### src/rtl/dummy_dut_17_pkg.sv
// Shared constants for the lab-17 multiply sequencer: storage geometry,
// operand/result addresses and the PC phase boundaries of the fixed program.
package dummy_dut_17_pkg;
  localparam int DW        = 8;
  localparam int MEM_DEPTH = 256;
  localparam int NREGS     = 16;
  localparam int MEM_AW    = $clog2(MEM_DEPTH);
  localparam int RF_AW     = $clog2(NREGS);

  localparam logic [7:0] HALT_PC     = 8'd26;

  localparam logic [7:0] ADDR_A_HI   = 8'd1;
  localparam logic [7:0] ADDR_A_LO   = 8'd2;
  localparam logic [7:0] ADDR_B_HI   = 8'd3;
  localparam logic [7:0] ADDR_B_LO   = 8'd4;
  localparam logic [7:0] ADDR_P_HI   = 8'd5;
  localparam logic [7:0] ADDR_P_MH   = 8'd6;
  localparam logic [7:0] ADDR_P_ML   = 8'd7;
  localparam logic [7:0] ADDR_P_LO   = 8'd8;

  localparam logic [7:0] LOAD_END    = 8'd3;
  localparam logic [7:0] PREP        = 8'd4;
  localparam logic [7:0] MUL_FIRST   = 8'd5;
  localparam logic [7:0] MUL_LAST    = 8'd20;
  localparam logic [7:0] SIGN        = 8'd21;
  localparam logic [7:0] STORE_FIRST = 8'd22;
endpackage

### src/rtl/dummy_dut_17_data_mem.sv
// Data memory: combinational read, synchronous write, deliberately unreset so
// contents preloaded while the core is held in reset survive.
module data_mem
  import dummy_dut_17_pkg::*;
(
  input  logic              clk_i,
  input  logic              we_i,
  input  logic [MEM_AW-1:0] waddr_i,
  input  logic [DW-1:0]     wdata_i,
  input  logic [MEM_AW-1:0] raddr_i,
  output logic [DW-1:0]     rdata_o
);
  logic [DW-1:0] my_memory [0:MEM_DEPTH-1];

  always_ff @(posedge clk_i) begin
    if (we_i) my_memory[waddr_i] <= wdata_i;
  end

  assign rdata_o = my_memory[raddr_i];
endmodule

### src/rtl/dummy_dut_17_reg_file.sv
// Register file: one synchronous write port and four combinational read
// ports so both 16-bit operands can be read in the same cycle. No reset.
module reg_file
  import dummy_dut_17_pkg::*;
(
  input  logic             clk_i,
  input  logic             we_i,
  input  logic [RF_AW-1:0] waddr_i,
  input  logic [DW-1:0]    wdata_i,
  input  logic [RF_AW-1:0] raddr0_i,
  input  logic [RF_AW-1:0] raddr1_i,
  input  logic [RF_AW-1:0] raddr2_i,
  input  logic [RF_AW-1:0] raddr3_i,
  output logic [DW-1:0]    rdata0_o,
  output logic [DW-1:0]    rdata1_o,
  output logic [DW-1:0]    rdata2_o,
  output logic [DW-1:0]    rdata3_o
);
  logic [DW-1:0] registers [0:NREGS-1];

  always_ff @(posedge clk_i) begin
    if (we_i) registers[waddr_i] <= wdata_i;
  end

  assign rdata0_o = registers[raddr0_i];
  assign rdata1_o = registers[raddr1_i];
  assign rdata2_o = registers[raddr2_i];
  assign rdata3_o = registers[raddr3_i];
endmodule

### src/rtl/dummy_dut_17.sv
// Lab-17 stand-in processor: a fixed PC-driven program that loads two signed
// 16-bit operands, multiplies them by sign-magnitude shift-add and stores P.
module dummy_dut_17
  import dummy_dut_17_pkg::*;
(
  input  logic CLK,
  input  logic start,
  output logic halt
);
  localparam logic [RF_AW-1:0] RA_A_HI = ADDR_A_HI[RF_AW-1:0];
  localparam logic [RF_AW-1:0] RA_A_LO = ADDR_A_LO[RF_AW-1:0];
  localparam logic [RF_AW-1:0] RA_B_HI = ADDR_B_HI[RF_AW-1:0];
  localparam logic [RF_AW-1:0] RA_B_LO = ADDR_B_LO[RF_AW-1:0];

  logic [7:0]  PC, pc_d;
  logic [15:0] mcand_q, mcand_d;
  logic [15:0] mplier_q, mplier_d;
  logic        neg_q, neg_d;
  logic [31:0] acc_q, acc_d;

  logic              mem_we;
  logic [MEM_AW-1:0] mem_waddr, mem_raddr;
  logic [DW-1:0]     mem_wdata, mem_rdata;
  logic              rf_we;
  logic [RF_AW-1:0]  rf_waddr;
  logic [DW-1:0]     rf_wdata;
  logic [DW-1:0]     rf_a_hi, rf_a_lo, rf_b_hi, rf_b_lo;

  logic signed [15:0] op_a, op_b;
  logic [3:0]         step;
  logic [1:0]         store_idx;
  logic [DW-1:0]      res_byte;

  function automatic logic [15:0] mag16(input logic signed [15:0] v);
    // -(-32768) wraps back to 16'h8000, which is exactly 32768 unsigned.
    return v[15] ? 16'(-v) : 16'(v);
  endfunction

  function automatic logic [31:0] neg32(input logic [31:0] v);
    return ~v + 32'd1;
  endfunction

  data_mem data_mem1 (
    .clk_i   (CLK),
    .we_i    (mem_we),
    .waddr_i (mem_waddr),
    .wdata_i (mem_wdata),
    .raddr_i (mem_raddr),
    .rdata_o (mem_rdata)
  );

  reg_file reg_file1 (
    .clk_i    (CLK),
    .we_i     (rf_we),
    .waddr_i  (rf_waddr),
    .wdata_i  (rf_wdata),
    .raddr0_i (RA_A_HI),
    .raddr1_i (RA_A_LO),
    .raddr2_i (RA_B_HI),
    .raddr3_i (RA_B_LO),
    .rdata0_o (rf_a_hi),
    .rdata1_o (rf_a_lo),
    .rdata2_o (rf_b_hi),
    .rdata3_o (rf_b_lo)
  );

  assign op_a      = {rf_a_hi, rf_a_lo};
  assign op_b      = {rf_b_hi, rf_b_lo};
  assign step      = PC[3:0] - MUL_FIRST[3:0];
  assign store_idx = PC[1:0] - STORE_FIRST[1:0];
  assign halt      = (PC == HALT_PC);

  always_comb begin
    case (store_idx)
      2'd0:    res_byte = acc_q[31:24];
      2'd1:    res_byte = acc_q[23:16];
      2'd2:    res_byte = acc_q[15:8];
      default: res_byte = acc_q[7:0];
    endcase
  end

  // Program decode: one action per PC value.
  always_comb begin
    pc_d      = (PC < HALT_PC) ? PC + 8'd1 : PC;
    mcand_d   = mcand_q;
    mplier_d  = mplier_q;
    neg_d     = neg_q;
    acc_d     = acc_q;
    mem_raddr = PC + 8'd1;
    mem_we    = 1'b0;
    mem_waddr = ADDR_P_HI + {6'd0, store_idx};
    mem_wdata = res_byte;
    rf_we     = 1'b0;
    rf_waddr  = mem_raddr[RF_AW-1:0];
    rf_wdata  = mem_rdata;

    if (PC <= LOAD_END) begin
      rf_we = 1'b1;
    end else if (PC == PREP) begin
      mcand_d  = mag16(op_a);
      mplier_d = mag16(op_b);
      neg_d    = op_a[15] ^ op_b[15];
      acc_d    = 32'd0;
    end else if (PC >= MUL_FIRST && PC <= MUL_LAST) begin
      if (mplier_q[step]) acc_d = acc_q + ({16'd0, mcand_q} << step);
    end else if (PC == SIGN) begin
      if (neg_q) acc_d = neg32(acc_q);
    end else if (PC >= STORE_FIRST && PC < HALT_PC) begin
      mem_we   = 1'b1;
      rf_we    = 1'b1;
      rf_waddr = mem_waddr[RF_AW-1:0];
      rf_wdata = res_byte;
    end
  end

  always_ff @(posedge CLK or posedge start) begin
    if (start) begin
      PC       <= 8'd0;
      mcand_q  <= 16'd0;
      mplier_q <= 16'd0;
      neg_q    <= 1'b0;
      acc_q    <= 32'd0;
    end else begin
      PC       <= pc_d;
      mcand_q  <= mcand_d;
      mplier_q <= mplier_d;
      neg_q    <= neg_d;
      acc_q    <= acc_d;
    end
  end
endmodule

### config.mk
export PLATFORM = sky130hd
export DESIGN_NAME = dummy_dut_17
export DESIGN_NICKNAME = d
export VERILOG_FILES = /design/src/rtl/dummy_dut_17_pkg.sv /design/src/rtl/dummy_dut_17_data_mem.sv /design/src/rtl/dummy_dut_17_reg_file.sv /design/src/rtl/dummy_dut_17.sv
export SDC_FILE = /design/constraint.sdc
export NUM_CORES = 1
export LEC_CHECK = 0
export BUFFER_PORTS_ARGS = -buffer_cell sky130_fd_sc_hd__buf_2
export CORE_AREA = 2 2 39 41
export DETAILED_ROUTE_END_ITERATION = 8
export DIE_AREA = 0 0 41 43
export PLACE_DENSITY = 0.42
export SLEW_MARGIN = 10
export SYNTH_ARGS = -nofsm -noshare
export SYNTH_HDL_FRONTEND = slang
export SYNTH_SLANG_ARGS = --single-unit
export TNS_END_PERCENT = 30
### constraint.sdc
create_clock -name CLK -period 1.6 [get_ports CLK]
set_input_delay 0.24 -clock CLK [delete_from_list [all_inputs] [get_ports CLK]]
set_output_delay 0.24 -clock CLK [all_outputs]
set_load 0.005 [all_outputs]
Word level (Yosys, flattened, before mapping)
Cells that the tools add are included.
Widths: inputs -> output; s select.
Storage, ports and cells
  register bits after elaboration: 8
  output and inout bits: 1
Operators by class
  $add $sub $neg: 1
  order comparisons: 1
  eq/ne operators: 1
Operator list (number)
  $add 8x1->8 const B: 1
  $eq 8x5->1 const B: 1
  $lt 8x5->1 const B: 1

Logic depth before layout (Yosys ltp)
Gate-level depths: netlist (run 1).
  depth after elaboration: 1
  mapped depth: 4
  depth with buffers taken out: 4

Worst setup path before layout (run 1)
OpenSTA, ideal clock, no wires.
  kind: reg2reg
  start: register PC[5]
  end: register PC[3]
  setup time: 0.127 ns
  arrival: 1.086 ns
  required time: 1.473 ns
  setup slack: 0.386 ns
  cell stages (with the launch flop): 4
  cell sequence: dfrtp_1 -> nor3_4 -> nand4_1 -> mux2_1
Between the ends
  longest elaborated chain between the ends: 1
RTL lines
  start, declared: RTL line dummy_dut_17.sv:15  | logic [7:0] PC, pc_d;
  start signal, assigned: RTL line dummy_dut_17.sv:124  | PC <= pc_d;
  $lt 8x5->1
No other way between the ends.
A chain may end at the register's enable or synchronous reset.

Worst setup path in the final report (run 1)
  start: register PC[1]
  end: output port halt
Between the ends
  longest elaborated chain between the ends: 1
RTL lines
  $eq 8x5->1: RTL line dummy_dut_17.sv:71  | assign halt = (PC == HALT_PC);
  end, declared: RTL line dummy_dut_17.sv:8  | output logic halt
No other way between the ends.

==> run_results.csv, run 1 <==
group,metric,value,unit
clocking,htree_levels,1,
placement,gp_congestion,0.724,
placement,place_hpwl,397,um
floorplan,num_io_pins,3,
timing,slew_headroom,0.811,
routing,drt_iter0_drc,2,
timing,hold_slack,0.427,ns
routing,avgViaCountPerCell,4.52,
final_layout,area_growth,26.2,%
clocking,root_buffer,"clkbuf_4",
final_layout,top_regs,"PC (8)",
global_route,grt_pass1_wl,1010,um
run_status,status,"complete, no violations",
timing,setup_ws,0.0651,ns
timing,finalCriticalPeriod,1.53,ns
setup_path,crit_chain,"ha_1 > nor2b_1 > and4_1 > buf_2",
power_and_ir_drop,power.density,754,nW/um2
setup_path,cp-end-kind,"output port",
synth,yosysSeqAreaShare,0.532,
power_and_ir_drop,irDropWorstVdd,0.450,mV
setup_path,rrSetupSlack,0.20,ns
clocking,clk_latency,0.25,ns
floorplan,dieWidth,41,um
floorplan,die_h,43,um
timing,rsz0062_at_grt,"false",
floorplan,start_util,0.272,
clocking,clkTransAtPathRegs,0.06,ns
setup_path,cp-start-kind,"register",
synth,syn_area,377,um2
final_layout,num_antenna_cells,0,
placement,port_buffers,2,
final_layout,largest_register,"PC",
setup_path,worstSetupStartpoint,"PC[1]",
clocking,tritoncts,"built",
routing,wire_per_inst,10.9,um
clocking,clkSinkCount,8,
final_layout,largest_reg_flops,8,
synth,synthDistinctLibCells,20,
routing,route.detailed.drc,0,
global_route,grt-ovfl-total,0,
synth,syn_nets,36,
final_layout,final_cell_mix,"dfrtp_1, buf_4, clkbuf_4",
setup_path,worst_ep_arrival_time,1.29,ns
final_layout,fin_nets,48,
floorplan,num_rows,14,
clocking,clockBufferDepth,2,
routing,vias,262,
routing,drt-total-wl,635,um
floorplan,coreArea,1380,um2
timing,fin_worst_skew,0.00974,ns
timing,slew_viol_final,0,
synth,ys_warn_count,0,
setup_path,reg2reg_from,"PC[6]",
synth,ys_seq_elements,8,
global_route,track_usage,0.0936,
routing,ant_nets,0,
final_layout,drive_above_1_share,0.333,
timing,tightestPinTransition,0.283,ns
timing,fmax,652,MHz
setup_path,critPathKind,"register to output port",
setup_path,reg2reg_depth,4,
synth,postSynthAreaPerCell,11.8,um2
timing,period_share,0.959,
setup_path,slowest_stage,"dfrtp_2",
power_and_ir_drop,total_power,358,uW
synth,synth_cells,32,
power_and_ir_drop,leakagePower,0.212,nW
setup_path,slowest_delay,0.43,ns
placement,pre_cts_slack,0.254,ns
timing,hold_violations,0,
global_route,grt_pass1_vias,226,
setup_path,required,1.36,ns
job,drv_cap,0,
final_layout,n_fill_cell,135,
floorplan,die_area,1760,um2
setup_path,crit_fanout,4,
timing,fin_tns_setup,0,ns
global_route,grt_max_degree,9,
clocking,cts_made_buffers,3,
routing,first_pass_iters,4,
setup_path,crit_path_end,"halt",
timing,setup_violations,0,
min_path,hp-class,"register to register",
global_route,antenna_found_initial,0,
setup_path,r2r-end,"PC[3]",
## Yosys cell counts
cell | count | share of area
dlygate4sd3_1 | 1 | 0.027
nand2_1 | 2 | 0.020
and4_1 | 1 | 0.023
nand4_1 | 1 | 0.017
or2b_1 | 1 | 0.020
a31oi_1 | 2 | 0.033
a41o_1 | 1 | 0.027
a41oi_1 | 1 | 0.023
nor2b_1 | 1 | 0.017
o21ai_0 | 1 | 0.013
dfrtp_1 | 8 | 0.53
nor3_4 | 1 | 0.043
nor2_1 | 1 | 0.010
nand3_1 | 1 | 0.013
inv_1 | 2 | 0.020
xnor2_1 | 1 | 0.023
a22o_1 | 1 | 0.023
clkbuf_1 | 2 | 0.020
ha_1 | 2 | 0.066
mux2_1 | 1 | 0.030
## per-stage QoR
step | instances | cell area (um2) | utilization
after floorplan | 32 | 377 | -
final | 58 | 475 | 0.344
after CTS | 52 | 429 | 0.310
after global placement | 47 | 389 | 0.281
after global routing | 58 | 475 | 0.344
after detailed placement | 47 | 389 | 0.281
## layer usage
metal | share of wire | global-route usage | up-vias | wire length (um)
met5 | 0 | 0 | - | 0
met1 | 0.45 | 0.131 | 119 | 287
met2 | 0.47 | 0.100 | 9 | 296
li1 | - | - | 134 | -
met3 | 0.082 | 0.0785 | 0 | 52
met4 | 0 | 0.0400 | 0 | 0
## how the worst min path moves through the flow
stage                from  endpoint  slack (ns)  depth (start not counted)
detailed placement  start     PC[6]        0.20                          2
CTS                 PC[6]     PC[6]        0.43                          0
finish              PC[5]     PC[5]        0.43                          0
floorplan           start     PC[0]        0.06                          1
global placement    start     PC[5]        0.19                          2
global route        PC[6]     PC[6]        0.44                          0
## cells by family after synthesis
logic type	share of synthesized area
compound gates	0.120
xor+xnor	0.0233
fa+ha+maj	0.0664
buf+inv	0.0665
flops	0.532
mux	0.0299
simple gates	0.163
## where the power goes
| part | total [mW] | switching, mW | internal (mW) |
|---|---|---|---|
| registers | 0.203 | 0 | 0.203 |
| logic | 0.00665 | 0.00404 | 0.00261 |
| clock network | 0.149 | 0.0636 | 0.0855 |
| total | 0.358 | 0.0676 | 0.291 |
## layout make-up
class / count / area, um2 / share of cell area
Clock buffer: 3 / 22.5 / 0.0474
Inverter: 2 / 7.51 / 0.0158
Multi-Input combinational cell: 19 / 151 / 0.318
Sequential cell: 8 / 201 / 0.424
Tap cell: 16 / 20.0 / 0.0421
Timing Repair Buffer: 10 / 72.6 / 0.153
## worst max-delay path: cells and delay by family (launching register included)
| kind | cells | cell delay [ns] |
|---|---|---|
| flip-flops | 1 | 0.43 |
| AND/OR/NAND/NOR | 2 | 0.32 |
| adder cells (fa/ha/maj) | 1 | 0.18 |
| buffers and inverters | 1 | 0.12 |
## what timing repair did
action / in CTS / in global routing
hold buffers: 1 / 0
hold endpoints to repair: 8 / 0
pin swaps: 0 / 1
resized for setup: 0 / 1
endpoints found under the setup margin: 1 / 1
setup buffers: 1 / 6
Note: power is estimated with default switching activity, not from simulation.
==> run 2, diff against run 1 <==
PLACE_DENSITY = 0.43   (was 0.42)
clock period = 1.4 ns   (was 1.6 ns; I/O delays follow)
==> run 2 against run 1 <==
The flow now finishes with violations (negative setup slack); non-clock buffer count decreased by 4; flip-flop and latch count unchanged; utilization shrank 1.5 points; global-route usage decreased by 0.61 points; clock skew fell by 0.0095 ns; count of clock-buffer cells in the layout did not move; die area did not move; combinational power is 14% higher.
==> run_results.csv, run 2 (same netlist as run 1, synthesis figures left out) <==
group,metric,value,unit
run_status,status,"finished with violations",
run_status,failed_checks,"negative setup slack",
power_and_ir_drop,irDropWorstVdd,0.354,mV
setup_path,reg2reg_from,"PC[6]",
floorplan,coreArea,1380,um2
floorplan,start_util,0.272,
timing,tightestPinTransition,0.290,ns
global_route,track_usage,0.0875,
final_layout,num_antenna_cells,0,
setup_path,cp-start-kind,"register",
power_and_ir_drop,power.density,897,nW/um2
final_layout,largest_reg_flops,8,
timing,finalCriticalPeriod,1.43,ns
floorplan,num_rows,14,
setup_path,cp-end-kind,"output port",
final_layout,largest_register,"PC",
power_and_ir_drop,seqPwrFrac,0.568,
setup_path,critPathBufInv,2,
final_layout,final_cell_mix,"dfrtp_1, clkbuf_4, buf_4",
global_route,antenna_found_initial,0,
floorplan,die_h,43,um
routing,drt-total-wl,525,um
placement,placedCellCount,48,
final_layout,fin_nets,44,
min_path,min_from,"PC[5]",
floorplan,dieWidth,41,um
global_route,grt-ovfl-total,0,
final_layout,multi_input_area,161,um2
routing,first_pass_iters,2,
routing,vias,252,
clocking,htree_levels,1,
clocking,clk_latency,0.24,ns
routing,avgViaCountPerCell,4.67,
timing,fin_worst_skew,0.000199,ns
global_route,grt_pass1_wl,931,um
clocking,clkTransAtPathRegs,0.05,ns
setup_path,crit_fanout,2,
timing,hold_slack,0.429,ns
timing,fin_tns_setup,-0.0342,ns
power_and_ir_drop,swShare,0.185,
placement,place_hpwl,383,um
setup_path,slowest_stage,"dfrtp_1",
final_layout,area_growth,20.6,%
final_layout,top_regs,"PC (8)",
clocking,clockBufferDepth,2,
routing,ant_nets,0,
floorplan,num_io_pins,3,
job,drv_cap,0,
setup_path,required,1.19,ns
timing,hold_violations,0,
timing,rsz0062_at_grt,"true",
power_and_ir_drop,combPwrFrac,0.019,
global_route,grt_pass1_vias,232,
timing,period_share,1.02,
timing,setup_ws,-0.0342,ns
setup_path,worst_ep_arrival_time,1.22,ns
min_path,hp-class,"register to register",
floorplan,die_area,1760,um2
clocking,cts_made_buffers,3,
setup_path,crit_chain,"inv_1 > ha_2 > nor2b_4 > and4_1 > buf_2",
routing,drt_iter0_drc,1,
timing,fmax,697,MHz
clocking,root_buffer,"clkbuf_4",
placement,gp_congestion,0.651,
setup_path,slowest_delay,0.37,ns
setup_path,cp_top_family,"flip-flops",
power_and_ir_drop,p_int,332,uW
placement,port_buffers,2,
clocking,clkSinkCount,8,
routing,route.detailed.drc,0,
setup_path,worstSetupStartpoint,"PC[0]",
clocking,tritoncts,"built",
global_route,grt_max_degree,9,
timing,setup_violations,1,
power_and_ir_drop,leakagePower,0.205,nW
timing,slew_headroom,0.806,
timing,slew_viol_final,0,
routing,wire_per_inst,9.72,um
setup_path,critPathKind,"register to output port",
final_layout,final_common_cell,"dfrtp_1",
final_layout,register_area,200,um2
final_layout,n_fill_cell,151,
power_and_ir_drop,clock_power_share,0.413,
final_layout,final_cells,54,
final_layout,drive_above_1_share,0.289,
power_and_ir_drop,power.switching,75.3,uW
run 2: changes by cell type in the layout (fill, tap and decap cells not counted):
| cell | before | now |
|---|---|---|
| dfrtp_2 | 1 | 0 |
| dfrtp_1 | 7 | 8 |
| buf_4 | 7 | 3 |
| nor2b_1 | 1 | 0 |
| ha_1 | 2 | 1 |
| ha_2 | 0 | 1 |
| nor2b_4 | 0 | 1 |
run 2: cell type report:
cell class,count,share of cell area
repair buffers,6,0.0937
multi-input cells,19,0.355
clock buffers,3,0.0496
flip-flops and latches,8,0.441
well taps,16,0.0441
inverters,2,0.0165
run 2: stage by stage:
step	area [um2]	total power, mW	worst slack, ns	utilization
floorplan	377	0.239	0.186	-
CTS	447	0.418	-0.0568	0.323
detailed placement	397	0.241	0.0995	0.287
global placement	397	0.241	0.106	0.287
global route	454	0.432	-0.121	0.328
finish	454	0.407	-0.0342	0.328
run 2: path summary, 6_finish.rpt:
path | end | slack (ns) | cells after the start
setup / recovery | halt | -0.03 | 5
setup reg to reg | PC[3] | 0.09 | 4
hold / removal | PC[5] | 0.43 | 0
max in group asynchronous | PC[1] | 0.74 | 3
hold reg to reg | PC[5] | 0.43 | 0
min in group asynchronous | PC[7] | 0.44 | 3
run 2: metal layers:
layer / global-route usage / part of all wire
met1: 0.101 / 0.48
met2: 0.109 / 0.47
met3: 0.0471 / 0.044
met4: 0.0800 / 0
met5: 0 / 0
run 2: power groups by stage:
stage,sequential [mW],clock [mW],combinational (mW)
floorplan,0.235,0,0.00361
global route,0.231,0.191,0.00923
finish,0.232,0.168,0.00760
global placement,0.235,0,0.00596
CTS,0.231,0.179,0.00809
detailed placement,0.235,0,0.00603
run 2: what timing repair did:
item                                   4_1_cts  5_1_grt
pin swaps                                    1        0
setup endpoints to repair                    1        1
gates resized for setup                      1        1
endpoints found under the hold margin        8        0
setup buffers                                2        0
hold buffers                                 1        0
